File: config.mk
export PLATFORM = sky130hd
export DESIGN_NAME = scanner_vertical_driver
export DESIGN_NICKNAME = d
export VERILOG_FILES = /design/src/rtl/scanner_pkg.sv /design/src/rtl/scan_phase_timer.sv /design/src/rtl/scanner_vertical_driver.sv
export SDC_FILE = /design/constraint.sdc
export NUM_CORES = 1
export LEC_CHECK = 0
export CORE_MARGIN = 3
export CORE_UTILIZATION = 54
export CTS_BUF_LIST = sky130_fd_sc_hd__clkbuf_8
export DETAILED_ROUTE_END_ITERATION = 7
export MAX_ROUTING_LAYER = met4
export PLACE_DENSITY = 0.92
export SLEW_MARGIN = 5
export SYNTH_ARGS = -nofsm -noshare
export SYNTH_HDL_FRONTEND = slang
export SYNTH_SLANG_ARGS = --single-unit
File: constraint.sdc
create_clock -name CLK -period 2.43 [get_ports CLK]
set_clock_uncertainty 0.2 [all_clocks]
set_input_delay 0.486 -clock CLK [delete_from_list [all_inputs] [get_ports CLK]]
set_output_delay 0.486 -clock CLK [all_outputs]
set_load 0.03 [all_outputs]
File: src/rtl/scanner_pkg.sv
// Shared types and defaults for the ScannerVertical scan-chain master.
package scanner_pkg;

    typedef enum logic [2:0] {
        IDLE,
        CLEAR,
        SETUP,
        HIGH,
        DONE
    } scan_state_e;

    localparam int unsigned CHAIN_LEN_DEF = 4;
    localparam int unsigned DIV_DEF       = 2;
    localparam int unsigned CLEAR_CYCLES  = 2 * DIV_DEF;

    // Chain reset pulse length: one full scan-clock period.
    function automatic int unsigned clear_cycles(input int unsigned div);
        return 2 * div;
    endfunction

endpackage

File: src/rtl/scan_phase_timer.sv
// DIV-cycle down-counter; phase_last_c flags the final cycle of a scan phase.
module scan_phase_timer
    import scanner_pkg::*;
#(
    parameter int unsigned DIV = DIV_DEF
) (
    input  logic clk,
    input  logic rst_n,
    input  logic start,
    output logic phase_last_c
);

    localparam int unsigned CNT_W = $clog2(DIV + 1);

    logic [CNT_W-1:0] div_cnt;

    // Reload on every phase boundary, park at zero between phases.
    always_ff @(posedge clk or negedge rst_n) begin
        if (!rst_n) begin
            div_cnt <= '0;
        end else if (start) begin
            div_cnt <= CNT_W'(DIV);
        end else if (div_cnt != '0) begin
            div_cnt <= div_cnt - CNT_W'(1);
        end
    end

    assign phase_last_c = (div_cnt == CNT_W'(1));

endmodule

File: src/rtl/scanner_vertical_driver.sv
// Scan-chain master for sky130_hilas_ScannerVertical: shifts a word in MSB-first
// over a divided scan clock and returns the previous chain contents.
module scanner_vertical_driver
    import scanner_pkg::*;
#(
    parameter int unsigned CHAIN_LEN = CHAIN_LEN_DEF,
    parameter int unsigned DIV       = DIV_DEF
) (
    input  logic                 CLK,
    input  logic                 RESET_B,
    input  logic                 start_valid,
    output logic                 start_ready,
    input  logic [CHAIN_LEN-1:0] wr_data,
    input  logic                 clear_req,
    output logic                 rd_valid,
    output logic [CHAIN_LEN-1:0] rd_data,
    output logic                 busy,
    output logic                 scan_d,
    output logic                 scan_clk,
    output logic                 scan_reset_b,
    input  logic                 scan_q
);

    localparam int unsigned BIT_W        = $clog2(CHAIN_LEN + 1);
    localparam int unsigned CLEAR_PHASES = clear_cycles(DIV) / DIV;
    localparam int unsigned CLR_W        = (CLEAR_PHASES > 1) ? $clog2(CLEAR_PHASES) : 1;

    scan_state_e state, state_next;

    logic [CHAIN_LEN-1:0] sr, sr_next;
    logic [CHAIN_LEN-1:0] cap, cap_next;
    logic [BIT_W-1:0]     bit_cnt, bit_cnt_next;
    logic [CLR_W-1:0]     clr_ph, clr_ph_next;
    logic                 timer_start_c;
    logic                 phase_last_c;

    logic                 rd_valid_next;
    logic [CHAIN_LEN-1:0] rd_data_next;
    logic                 busy_next;
    logic                 scan_d_next;
    logic                 scan_clk_next;
    logic                 scan_reset_b_next;

    scan_phase_timer #(
        .DIV (DIV)
    ) u_timer (
        .clk          (CLK),
        .rst_n        (RESET_B),
        .start        (timer_start_c),
        .phase_last_c (phase_last_c)
    );

    assign start_ready = (state == IDLE) && !clear_req;

    // Next-state, datapath and registered-output decode.
    always_comb begin
        state_next    = state;
        sr_next       = sr;
        cap_next      = cap;
        bit_cnt_next  = bit_cnt;
        clr_ph_next   = clr_ph;
        timer_start_c = 1'b0;

        case (state)
            IDLE: begin
                if (clear_req) begin
                    state_next    = CLEAR;
                    clr_ph_next   = '0;
                    timer_start_c = 1'b1;
                end else if (start_valid) begin
                    state_next    = SETUP;
                    sr_next       = wr_data;
                    bit_cnt_next  = '0;
                    timer_start_c = 1'b1;
                end
            end
            CLEAR: begin
                if (phase_last_c) begin
                    if (clr_ph == CLR_W'(CLEAR_PHASES - 1)) begin
                        state_next = IDLE;
                    end else begin
                        clr_ph_next   = clr_ph + CLR_W'(1);
                        timer_start_c = 1'b1;
                    end
                end
            end
            SETUP: begin
                if (phase_last_c) begin
                    cap_next      = (cap << 1) | CHAIN_LEN'(scan_q);
                    state_next    = HIGH;
                    timer_start_c = 1'b1;
                end
            end
            HIGH: begin
                if (phase_last_c) begin
                    sr_next      = sr << 1;
                    bit_cnt_next = bit_cnt + BIT_W'(1);
                    if (bit_cnt == BIT_W'(CHAIN_LEN - 1)) begin
                        state_next = DONE;
                    end else begin
                        state_next    = SETUP;
                        timer_start_c = 1'b1;
                    end
                end
            end
            DONE: begin
                state_next = IDLE;
            end
            default: begin
                state_next = IDLE;
            end
        endcase

        // Outputs follow the state being entered so they come straight from flops.
        scan_clk_next     = (state_next == HIGH);
        busy_next         = (state_next != IDLE);
        rd_valid_next     = (state_next == DONE);
        scan_reset_b_next = (state_next != CLEAR);
        rd_data_next      = (state_next == DONE) ? cap_next : rd_data;
        case (state_next)
            SETUP:   scan_d_next = sr_next[CHAIN_LEN-1];
            HIGH:    scan_d_next = scan_d;
            default: scan_d_next = 1'b0;
        endcase
    end

    always_ff @(posedge CLK or negedge RESET_B) begin
        if (!RESET_B) begin
            state   <= IDLE;
            sr      <= '0;
            cap     <= '0;
            bit_cnt <= '0;
            clr_ph  <= '0;
        end else begin
            state   <= state_next;
            sr      <= sr_next;
            cap     <= cap_next;
            bit_cnt <= bit_cnt_next;
            clr_ph  <= clr_ph_next;
        end
    end

    always_ff @(posedge CLK or negedge RESET_B) begin
        if (!RESET_B) begin
            rd_valid     <= 1'b0;
            rd_data      <= '0;
            busy         <= 1'b0;
            scan_d       <= 1'b0;
            scan_clk     <= 1'b0;
            scan_reset_b <= 1'b0;
        end else begin
            rd_valid     <= rd_valid_next;
            rd_data      <= rd_data_next;
            busy         <= busy_next;
            scan_d       <= scan_d_next;
            scan_clk     <= scan_clk_next;
            scan_reset_b <= scan_reset_b_next;
        end
    end

endmodule
**Yosys cells after proc, flatten, opt, wreduce, memory -nomap -nowiden**

Cells that the tools add are included.
W data, S select, Z words.

- Flip-flop bits (word level): 26
- Input bits: 9
- Logic and storage cells: 74

- Add/sub/neg operators: 3
- Eq/ne operators: 14
- Mux-type cells: 33
- Bitwise operators: 1
- Reduce and logical (&&, ||, !) cells: 10

Operators by type and width:

| kind | number |
|---|---|
| $mux W3 | 10 |
| $mux W4 | 5 |
| $eq A3 B2 Y1 const B | 5 |
| $pmux W3 S4 | 1 |
| $mux W1 | 10 |
| $ne A2 B2 Y1 const B | 5 |
| $pmux W4 S2 | 1 |
| $reduce_bool A2 Y1 | 4 |
| $pmux W3 S2 | 1 |
| $mux W2 | 2 |
| $or A4 B1 Y4 | 1 |
| $pmux W1 S2 | 2 |
| $pmux W1 S4 | 1 |
| $reduce_and A4 Y1 | 1 |
| $add A3 B1 Y3 const B | 1 |
| $eq A3 B1 Y1 const B | 1 |
| $eq A3 B3 Y1 const B | 1 |
| $logic_not A3 Y1 | 1 |
| $ne A3 B1 Y1 const B | 1 |
| $reduce_and A3 Y1 | 1 |
| $reduce_bool A3 Y1 | 1 |
| $eq A2 B1 Y1 const B | 1 |
| $sub A2 B1 Y2 const B | 1 |
| $add A1 B1 Y1 const B | 1 |
| other kinds (2) | 2 |

**Longest topological paths before layout**

Gate-level depths: netlist of run 1.

- Word-level depth: 6
- Depth in mapped cells: 6
- Mapped depth without buffers: 6

**Cells and area by module**

From an unflattened synthesis of run 1, not the netlist that was laid out.

- Cells, all modules: 102
- Area, all modules: 1182.4 µm²

Modules (own cells, without submodules):

| module | times used | cells each | area each (µm²) |
|---|---|---|---|
| scanner_vertical_driver | 1 | 91 | 1067.3 |
| scan_phase_timer | 1 | 11 | 115.1 |

**Worst setup path after synthesis of run 1**

OpenSTA, ideal clock, no wires.

- Path type: reg2reg
- Start point: reg state[2]
- End point: reg scan_d
- Library setup time: 120 ps
- Data arrival time: 1660 ps
- Path slack: 450 ps
- Stages on the path, launching flop included: 5
- Path buffers: 0
- Cell sequence: dfrtp_1 -> nor4_4 -> a211oi_1 -> a221o_1 -> o211a_1

- Elaborated cells between the ends (all ways): 15
- Classes of those cells: eq/ne: 5; mux: 9; reduce/logical: 1

RTL lines:

| what | RTL line | RTL |
|---|---|---|
| start, declared | scanner_vertical_driver.sv:28 | `scan_state_e state, state_next;` |
| start signal, assigned | scanner_vertical_driver.sv:135 | `state <= state_next;` |
| $eq A3 B2 Y1 / $logic_not A3 Y1 (equally long branches) | scanner_vertical_driver.sv:64 | `case (state)` |
| $pmux W4 S2 * | scanner_vertical_driver.sv:64 |  |
| named net sr_next[3] | scanner_vertical_driver.sv:30 | `logic [CHAIN_LEN-1:0] sr, sr_next;` |
| $pmux W1 S2 * | scanner_vertical_driver.sv:120 | `case (state_next)` |
| end signal, assigned | scanner_vertical_driver.sv:155 | `scan_d <= scan_d_next;` |
| end, declared | scanner_vertical_driver.sv:18 | `output logic scan_d,` |

The timed path passes the listed nets; every way through them passes the cells marked *.
A chain may end at the register's enable or synchronous reset.

**Worst setup path after layout of run 1**

- Start point: in clear_req
- End point: out start_ready

- Cells in the longest elaborated chain, start to end: 2

RTL lines:

| what | RTL line | RTL |
|---|---|---|
| start, declared | scanner_vertical_driver.sv:14 | `input logic clear_req,` |
| $logic_not A1 Y1 | scanner_vertical_driver.sv:53 | `assign start_ready = (state == IDLE) && !clear_req;` |
| $logic_and A1 B1 Y1 | scanner_vertical_driver.sv:53 |  |
| end, declared | scanner_vertical_driver.sv:12 | `output logic start_ready,` |

No other way between the ends.

==> results.md, run 1 <==
* Tmin final at approximately 2.2 ns
* Root buf cell: clkbuf_8
* Sw Ratio at 38.2%
* Hold-fix buffers, CTS at 0
* Core area at ~2000 sq um
* First-pass GRT wire length at 3.70 mm
* Final critical-path setup slack at ~0.23 ns
* Fmax at 455 MHz
* Post-Route WL at 2.30 mm
* Sequential power share at between 40 and 50%
* DIE AREA at between 2000 and 3000 sq um
* Worst min path class: register to register
* Comb power frac at 41.8%
* EDFF count, synth at 0
* Reg2reg path depth at 6
* Initial antenna violation count at 0
* Register area share after synthesis at a little over half
* Die width at ~53 um
* Critical path launch point type: input pin
* Util after Layout at around 72%
* Worst R2R End: rd_data[2]
* # rows at 16
* Post_cts resized at 0
* Slew Limit Fails at 0
* CTS tree: done
* Final Cycle Share at between 90% and 100%
* P_leak at between 0.6 and 0.7 nW
* Leading area contributor after synthesis: dfrtp_1
* Switching power total at about 650 uW
* Post-DP HPWL at 1.63 mm
* # diodes at 0
* CTS Buf Count at 3
* WL per Instance at around 15 um
* Number of port buffers at 18
* Ys flop type: dfrtp_1
* Maximum vdd drop at roughly 880 uV
* Dpl cells at between 100 and 150
* WHS Path Cells at 1
* Post-CTS setup buffer count at 0
* Reg-to-Reg Start: u_timer.div_cnt[1]
* Syn_nets at 118
* Most frequent cells after synthesis: dfrtp_1 (26), nand3_1 (11), nand2_1 (9)
* Pin count of the biggest net entering global routing at 27
* GR Overflow Total at 0
* Crit Path Max Fanout at 5
* Syn Area/Cell at about 12 sq um
* Layout fillers at 136
* Crit. End Element: output pin
* TNS Setup at 0 ns
* Worst slew pin tran at roughly 0.45 ns
* Status: finished clean
* Gpl congestion at between 0.9 and 1
* Cell Area, Synth at 1200 sq um
* Ys Warns at 0
* Initial core utilization at approximately three fifths
* Setup violations, final at 0
* Distinct cells, synth at 32
* Min-Delay Endpoint: bit_cnt[0]
* R2R Setup Slk at around 0.29 ns
* GRT Total Usage at a little under a fifth
* Die Span Y at approximately 53 um
* Clock power share at 15.9%
* Post-route design area at roughly 1500 sq um
* Cell with the most instances after synthesis: dfrtp_1
* CTS clk-pin slew, worst paths at ~0.080 ns
* Asr flop ratio synth at 100%
* Placement Cell Area at roughly 1400 sq um
* Vias in the first global route at between 800 and 900
* DP Worst Slack at between 0.15 and 0.2 ns
* RSZ-0062 raised after global routing: no
* # IOs at 19
* Area grow syn2layout at 22.0%
* Max-cap violations at 0
* Multi-input gate area at between 500 and 600 sq um
* H-tree levels at 1
* Post-DRT Antenna Nets at 0
* CTS max path bufs at 2
* Worst path required time at between 1.5 and 2 ns
* Post-synth top area share at 54.3%
* Via Count at roughly 840
* Top post-synthesis cells by area: dfrtp_1 (54%), mux2_2 (7.5%), ha_1 (5.2%), nand3_1 (4.6%), nand2_1 (2.8%)
* #FFs+latches synth at 26
* Fin cells at between 150 and 200
* Kind of critical path: input pin to output pin
* Post-layout net count at 140
* WP data arrival at 1.51 ns
* Gate Count Post-Synth at 104
* Router iterations before antenna repair at 4
* Fin. Hold Viols at 0
* Post-DR vias/cell at around 5.5
* Share of post-route cells with drive strength above 1 at about 14%
* FF+latch area at roughly 650 sq um
* Hold Startpoint: bit_cnt[0]
* Worst-Skew Late Latency at 0.27 ns
* DRC Markers at 0
* Sinks on Clock Net at 26
* Pint at 1.06 mW
* Iteration-0 DRC Markers at 15
* Slew headroom at 70.0%
* Pwr per Cell Area at between 1000 and 1500 nW/um^2
==> power groups by stage <==
stage / clock [mW] / combinational (mW) / sequential [mW]
after floorplan: 0 / 0.460 / 0.752
after global placement: 0 / 0.663 / 0.714
after detailed placement: 0 / 0.705 / 0.726
after CTS: 0.274 / 0.718 / 0.722
after global routing: 0.293 / 0.785 / 0.747
final: 0.273 / 0.715 / 0.723
==> cell usage in the layout, fill, tap and decap left out, types with 2 or more instances in the layout <==
cell type        count
nor2_1               4
a21oi_1              2
clkdlybuf4s50_1     17
nor2b_1              2
clkbuf_8             4
a22oi_1              3
ha_1                 5
nand3_1             11
nand2_1              9
inv_1                6
dfrtp_1             26
o21ai_0              4
and3_1               2
nor3_1               2
mux2_2               8
buf_4                2
==> cell families after synthesis <==
group | Yosys count | share of synthesized area [%]
AOI/OAI and AO/OA | 14 | 8.04
xor gates and xnor gates | 2 | 1.46
adders and majority gates | 5 | 5.22
buffers and inverters | 8 | 2.71
DFF | 26 | 54.3
muxes | 9 | 8.46
and+or+nand+nor | 40 | 19.8
==> worst max path at each step <==
stage              start           to  slack (ns)
2_1_floorplan   state[2]       scan_d        0.45
3_3_place_gp   clear_req       scan_d        0.21
3_5_place_dp   clear_req       scan_d        0.18
4_1_cts        clear_req  start_ready        0.23
5_1_grt        clear_req  start_ready        0.18
6_report       clear_req  start_ready        0.23
==> area by class of cell <==
type	count	area share (%)
sequential	26	44.5
multi-input combinational	70	35.2
tap	27	2.31
inverter	6	1.54
timing repair buffer	19	12.7
clock buffer	4	3.76
==> per-layer routing <==
layer,part of all wire [%],vias to the layer above,track usage (%)
met3,5.6,5,5.63
met4,1.3,0,6.38
met5,0,-,-
li1,-,405,-
met1,45,401,23.5
met2,48,25,29.3
==> flip-flops by register name (all words and copies together), names as in the netlist <==
signal / count
rd_data: 4
u_timer.div_cnt: 2
scan_d: 1
busy: 1
state: 3
scan_reset_b: 1
sr: 4
clr_ph: 1
rd_valid: 1
scan_clk: 1
cap: 4
bit_cnt: 3
==> stage by stage <==
step | power, mW | hold slack (ns)
after floorplan | 1.21 | -0.00959
after global placement | 1.38 | 0.279
after detailed placement | 1.43 | 0.292
after CTS | 1.71 | 0.310
after global routing | 1.82 | 0.331
final | 1.71 | 0.303
==> critical path: stages <==
cell and delay [ns]:
clkdlybuf4s50_1 0.50, nor4_4 0.29, buf_4 0.23
(Power assumes the default switching activity.)
==> run 2, diff against run 1 <==
- ABC_AREA: default -> 1
- CORE_UTILIZATION: 54 -> 55
- PLACE_DENSITY: 0.92 -> 0.93
- TNS_END_PERCENT: default -> 30
==> run 2 against run 1 <==
Via count increased by 25%; clock-buffer cell count decreased by 1; fmax increased by 9.4%; clock power increased by 30%; routed wire length increased by 15%; synthesized cell count increased by 43%; register-to-register slack improved by 0.24 ns; utilization increased by 2.4 points; first-iteration DRC count increased by 110%; flip-flop and latch count unchanged; highest routed layer unchanged.
==> results.md, run 2 <==
* Status: finished clean
* Max-cap violations at 0 (unchanged)
* DIE AREA at 2890 sq um (+2.5%)
* Post-DP HPWL at 1.91 mm (+17%)
* Share of post-route cells with drive strength above 1 at 9.94% (-4.5 points)
* # IOs at 19 (unchanged)
* CTS Buf Count at 3 (unchanged)
* Gate Count Post-Synth at 149 (+43%)
* CP Launch Point: state[2]
* Worst-Skew Late Latency at 0.27 ns (about the same)
* Leading registers by flop count: cap x4, rd_data x4, sr x4
* Sw Ratio at 41.3% (+3.1 points)
* Die width at 53.8 um (+1.2%)
* Worst min path class: register to register
* Initial core utilization at 60.9% (+1.6 points)
* Fin. Hold Viols at 0 (unchanged)
* Gpl congestion at 0.930 (+1.2%)
* Ys flop type: dfrtp_1
* Hold Startpoint: rd_data[1]
* Vias in the first global route at 1024 (+27%)
* First-pass GRT wire length at 4.37 mm (+18%)
* Reg2reg path depth at 9 (+3)
* Switching power total at 759 uW (+16%)
* Tmin final at 2.01 ns (-0.189 ns)
* Comb power frac at 44.3% (+2.5 points)
* Cell mode on critical path: nor2_1
* Crit. End Element: output pin
* Setup violations, final at 0 (unchanged)
* Iteration-0 DRC Markers at 31 (+16)
* Most common cell after layout, fill and taps aside: nand2_1
* # rows at 16 (unchanged)
* Post-CTS setup buffer count at 0 (unchanged)
* # diodes at 0 (unchanged)
* Post-layout net count at 186 (+33%)
* GR Overflow Total at 0 (unchanged)
* Critical path launch point type: register
* Distinct cells, synth at 20 (-38%)
* #FFs+latches synth at 26 (unchanged)
* Crit Path Max Fanout at 4 (-1)
* Asr flop ratio synth at 100% (unchanged)
* Post-DR vias/cell at 5.27 (-4.2%)
* TNS Setup at 0 ns (unchanged)
* DRC Markers at 0 (unchanged)
* CTS max path bufs at 2 (unchanged)
* Placement Cell Area at 1470 sq um (+4.4%)
* Root buf cell: clkbuf_8
* Post-route design area at 1540 sq um (+5.3%)
* GRT Total Usage at 22.3% (+3.5 points)
* Final Cycle Share at 82.6% (-7.8 points)
* Fmax at 498 MHz (+9.4%)
* Sequential power share at 36.4% (-5.9 points)
* Clock power share at 19.3% (+3.4 points)
* Number of port buffers at 18 (unchanged)
* Worst path required time at 1.74 ns (about the same)
* Worst path max stage delay at 0.42 ns (-0.08 ns)
* Cell Area, Synth at 1250 sq um (+4.7%)
* CTS clk-pin slew, worst paths at 0.09 ns (about the same)
* WP data arrival at 1.32 ns (-0.19 ns)
* Cell with the most instances after synthesis: nand2_1
* Initial antenna violation count at 0 (unchanged)
* Sinks on Clock Net at 26 (unchanged)
* Slew Limit Fails at 0 (unchanged)
* RSZ-0062 raised after global routing: no
* H-tree levels at 1 (unchanged)
* Kind of critical path: register to output pin
* Maximum vdd drop at 933 uV (+6.7%)
* Pwr per Cell Area at 1190 nW/um^2 (+2.0%)
* Syn Area/Cell at 8.42 sq um (-27%)
* Critical path endpoint: start_ready
* Via Count at 1043 (+25%)
* Worst R2R End: rd_data[3]
* Reg-to-Reg Start: u_timer.div_cnt[1]
* Register area share after synthesis at 51.8% (-2.4 points)
* Most frequent cells after synthesis: nand2_1 (42), dfrtp_1 (26), inv_1 (19)
* Most frequent cells in the layout: nand2_1 (42), dfrtp_1 (26), inv_1 (19)
* Pint at 1.08 mW (+2.0%)
* Area grow syn2layout at 22.7%
* Syn_nets at 163 (+38%)
* WL per Instance at 13.4 um (-12%)
* Post-synth top area share at 51.8% (-2.4 points)
* Core area at 2060 sq um (+2.0%)
* Leading area contributor after synthesis: dfrtp_1
* Die Span Y at 53.8 um (+1.2%)
* EDFF count, synth at 0 (unchanged)
* Slew headroom at 75.9% (+5.9 points)
* CTS tree: done
* Post-DRT Antenna Nets at 0 (unchanged)
* P_leak at 0.765 nW (+12%)
* CP cell instances: nor2_1 > nand2_1 > nor2_1 > buf_4
* Post_cts resized at 0 (unchanged)
* Post-Route WL at 2.65 mm (+15%)
* Ys Warns at 0 (unchanged)
* Worst slew pin tran at 0.362 ns (-0.0890 ns)
* Top post-synthesis cells by area: dfrtp_1 (52%), nand2_1 (13%), nand3_1 (6.0%), inv_1 (5.7%), ha_1 (5.0%)
* Crit-path slowest cell: dfrtp_1
* Hold-fix buffers, CTS at 0 (unchanged)
* WHS Path Cells at 2 (+1)
* R2R Setup Slk at 0.53 ns (+0.24 ns)
* Pin count of the biggest net entering global routing at 27 (unchanged)
* Router iterations before antenna repair at 4 (unchanged)
* Util after Layout at 74.7% (+2.4 points)
## run 2: cell count changes after synthesis, moves of 4 or more
cell and change:
mux2_2 -8, nand3_1 +4, nor2_1 +7, inv_1 +13, o21ai_0 +6, nand2_1 +33
## run 2: metrics by stage
stage          instances  power (mW)  worst slack [ns]  hold WS, ns
2_1_floorplan        149        1.25             0.648     -0.00959
4_1_cts              198        1.85             0.417        0.286
6_report             198        1.84             0.422        0.289
3_5_place_dp         194        1.47             0.454        0.264
3_3_place_gp         194        1.43             0.516        0.258
5_1_grt              198        1.97             0.348        0.321
## run 2: cell type report
class | instances | area (sq um)
multi-input combinational | 101 | 520
sequential | 26 | 651
clock inverter | 1 | 30.0
inverter | 21 | 78.8
clock buffer | 3 | 41.3
timing repair buffer | 19 | 185
tap | 27 | 33.8
fill | 143 | 522
## run 2: cells by family (layout without fill, tap and decap cells)
group                      Yosys count  after routing  synth area share (%)
and+or+nand+nor                     80             80                  29.1
xor gates and xnor gates             1              1                 0.698
buffers and inverters               22             44                  6.68
adders and majority gates            5              5                  4.99
DFF                                 26             26                  51.8
AOI/OAI and AO/OA                   15             15                  6.68
## run 2: how the worst min path moves through the flow
stage	endpoint	slack, ns
CTS	rd_data[1]	0.29
finish	rd_data[1]	0.29
detailed placement	rd_data[1]	0.26
global route	rd_data[2]	0.32
floorplan	bit_cnt[0]	-0.01
global placement	rd_data[2]	0.26
## run 2: power by group through the flow
stage | clock [mW] | combinational, mW | sequential [mW]
3_3_place_gp | 0 | 0.759 | 0.666
6_report | 0.355 | 0.814 | 0.669
2_1_floorplan | 0 | 0.534 | 0.712
3_5_place_dp | 0 | 0.794 | 0.675
5_1_grt | 0.381 | 0.904 | 0.689
4_1_cts | 0.362 | 0.815 | 0.668
## run 2: metal layers
layer | up-vias | wire (um) | global-route usage, %
li1 | 516 | - | -
met1 | 489 | 1120 | 26.1
met2 | 33 | 1350 | 36.5
met3 | 5 | 140 | 4.99
met4 | 0 | 38 | 10.2
met5 | - | 0 | -
## run 2: worst max-delay path: cells and delay by family (launching register included)
| kind | cells | cell delay [ns] |
|---|---|---|
| AND/OR/NAND/NOR | 3 | 0.47 |
| buffers and inverters | 1 | 0.16 |
| flip-flops | 1 | 0.42 |
==> run 3, diff against run 2 <==
- clock period: 2.43 -> 2.05 ns (I/O delays scaled with it)
==> run 3 against run 2 <==
Total power rose by 14%; routed wire length fell by 1.0%; worst hold slack got worse by 0.0074 ns; first-iteration DRC count rose by 6.5%; critical path type unchanged; critical endpoint is now rd_data[0]; largest power group unchanged.
==> results.md, run 3 (synthesized netlist as in run 2, its figures left out) <==
* # diodes at 0 (unchanged)
* Fmax at around 520 MHz
* Hold-fix buffers, CTS at 0 (unchanged)
* CTS clk-pin slew, worst paths at 0.09 ns (about the same)
* Router iterations before antenna repair at 4 (unchanged)
* Post-Route WL at 2.62 mm (-1.0%)
* Worst-Skew Late Latency at 0.27 ns (about the same)
* CP cell instances: clkdlybuf4s50_1
* Crit Path Max Fanout at 2 (-2)
* Fin. Hold Viols at 0 (unchanged)
* Area grow syn2layout at 22.2%
* Status: finished clean
* Post-DRT Antenna Nets at 0 (unchanged)
* Iteration-0 DRC Markers at 33 (+6.5%)
* Setup violations, final at 0 (unchanged)
* DRC Markers at 0 (unchanged)
* Max-cap violations at 0 (unchanged)
* CTS max path bufs at 2 (unchanged)
* Worst path max stage delay at 0.68 ns (+0.26 ns)
* Die width at 53.8 um (unchanged)
* H-tree levels at 1 (unchanged)
* First-pass GRT wire length at 4.72 mm (+8.1%)
* # rows at 16 (unchanged)
* Initial antenna violation count at 0 (unchanged)
* Tmin final at about 1.9 ns
* Gpl congestion at 0.923 (-0.77%)
* TNS Setup at 0 ns (unchanged)
* Crit. End Element: output pin
* Slew Limit Fails at 0 (unchanged)
* Critical path launch point type: register
* Leading registers by flop count: cap x4, rd_data x4, sr x4
* Die Span Y at 53.8 um (unchanged)
* WP data arrival at 1.32 ns (about the same)
* Worst slew pin tran at 0.364 ns (+0.00238 ns)
* Buf/Inv on CP at 1 (unchanged)
* Initial core utilization at 60.9% (unchanged)
* Final Cycle Share at 94.1%
* Crit-path slowest cell: clkdlybuf4s50_1
* Pwr per Cell Area at 1370 nW/um^2 (+15%)
* Post-DR vias/cell at 5.18 (-1.7%)
* Worst path required time at 1.44 ns (-0.30 ns)
* Core area at 2060 sq um (unchanged)
* Worst min path class: register to register
* GRT Total Usage at 23.5% (+1.1 points)
* Number of port buffers at 18 (unchanged)
* Fin cells at 199 (+0.51%)
* RSZ-0062 raised after global routing: no
* Post-DP HPWL at 2.01 mm (+5.2%)
* Sinks on Clock Net at 26 (unchanged)
* # IOs at 19 (unchanged)
* CTS tree: done
* DIE AREA at 2890 sq um (unchanged)
* CP delay by family, top: buffers and inverters
* CTS Buf Count at 3 (unchanged)
* GR Overflow Total at 0 (unchanged)
* Slew headroom at 75.5% (-0.41 points)
* Vias in the first global route at 1074 (+4.9%)
* Root buf cell: clkbuf_8
* Pin count of the biggest net entering global routing at 27 (unchanged)
* Maximum vdd drop at 942 uV (+0.92%)
* Post-layout net count at 187 (+0.54%)
* WL per Instance at 13.2 um (-1.5%)
* Kind of critical path: register to output pin
* Via Count at 1030 (-1.2%)
* Most frequent cells in the layout: nand2_1 (42), dfrtp_1 (26), inv_1 (19)
* Layout fillers at 145 (+1.4%)
* P_leak at 0.764 nW (-0.20%)
* Share of post-route cells with drive strength above 1 at 11.0% (+1.1 points)
* Most common cell after layout, fill and taps aside: nand2_1
* Dpl cells at 195 (+0.52%)
==> run 3: changes by cell type in the layout (fill, tap and decap cells not counted), sizes merged <==
cell / change
buf: +1
clkbuf: +1
bufinv: -1
==> run 3: layout make-up <==
cell class,count,area [sq um],share of cell area (%)
flip-flops and latches,26,651,42.4
multi-input cells,101,523,34.1
repair buffers,20,193,12.6
inverters,21,78.8,5.14
clock buffers,4,55.1,3.59
well taps,27,33.8,2.20
==> run 3: what timing repair did <==
| item | CTS | global route |
|---|---|---|
| hold endpoints to repair | 0 | 0 |
| resized for setup | 0 | 1 |
| setup buffers | 0 | 0 |
| endpoints found under the setup margin | 0 | 1 |
==> run 3: path summary, 6_finish.rpt <==
path / start / endpoint / slack (ns) / cells after the start
hold reg to reg: rd_data[2] / rd_data[2] / 0.28 / 2
setup reg to reg: u_timer.div_cnt[1] / rd_data[1] / 0.27 / 9
hold / removal: rd_data[2] / rd_data[2] / 0.28 / 2
setup / recovery: rd_data[0] / rd_data[0] / 0.12 / 1
max in group asynchronous: RESET_B / bit_cnt[1] / 1.10 / 2
min in group asynchronous: RESET_B / sr[2] / 0.30 / 2
==> run 3: layer usage <==
metal	vias to the layer above	share of wire, %	global-route usage, %	wire [um]
met1	476	45	29.7	1180
li1	518	-	-	-
met3	5	5.0	2.77	130
met4	0	1.5	8.94	38
met2	31	49	38.5	1270
met5	-	0	-	0
==> run 3: metrics by stage <==
stage / hold WS [ns] / setup WS, ns / total power, mW / area [sq um] / util (%)
floorplan: -0.0856 / 0.344 / 1.48 / 1250 / -
global placement: 0.259 / 0.199 / 1.71 / 1480 / 71.6
detailed placement: 0.263 / 0.166 / 1.77 / 1480 / 71.6
CTS: 0.287 / 0.0688 / 2.11 / 1530 / 74.3
global route: 0.308 / 0.0350 / 2.28 / 1530 / 74.4
finish: 0.282 / 0.122 / 2.10 / 1530 / 74.4
==> run 3: report_power, final <==
| part | switching, mW | internal [mW] |
|---|---|---|
| registers | 0.105 | 0.691 |
| logic | 0.637 | 0.337 |
| clock network | 0.160 | 0.172 |
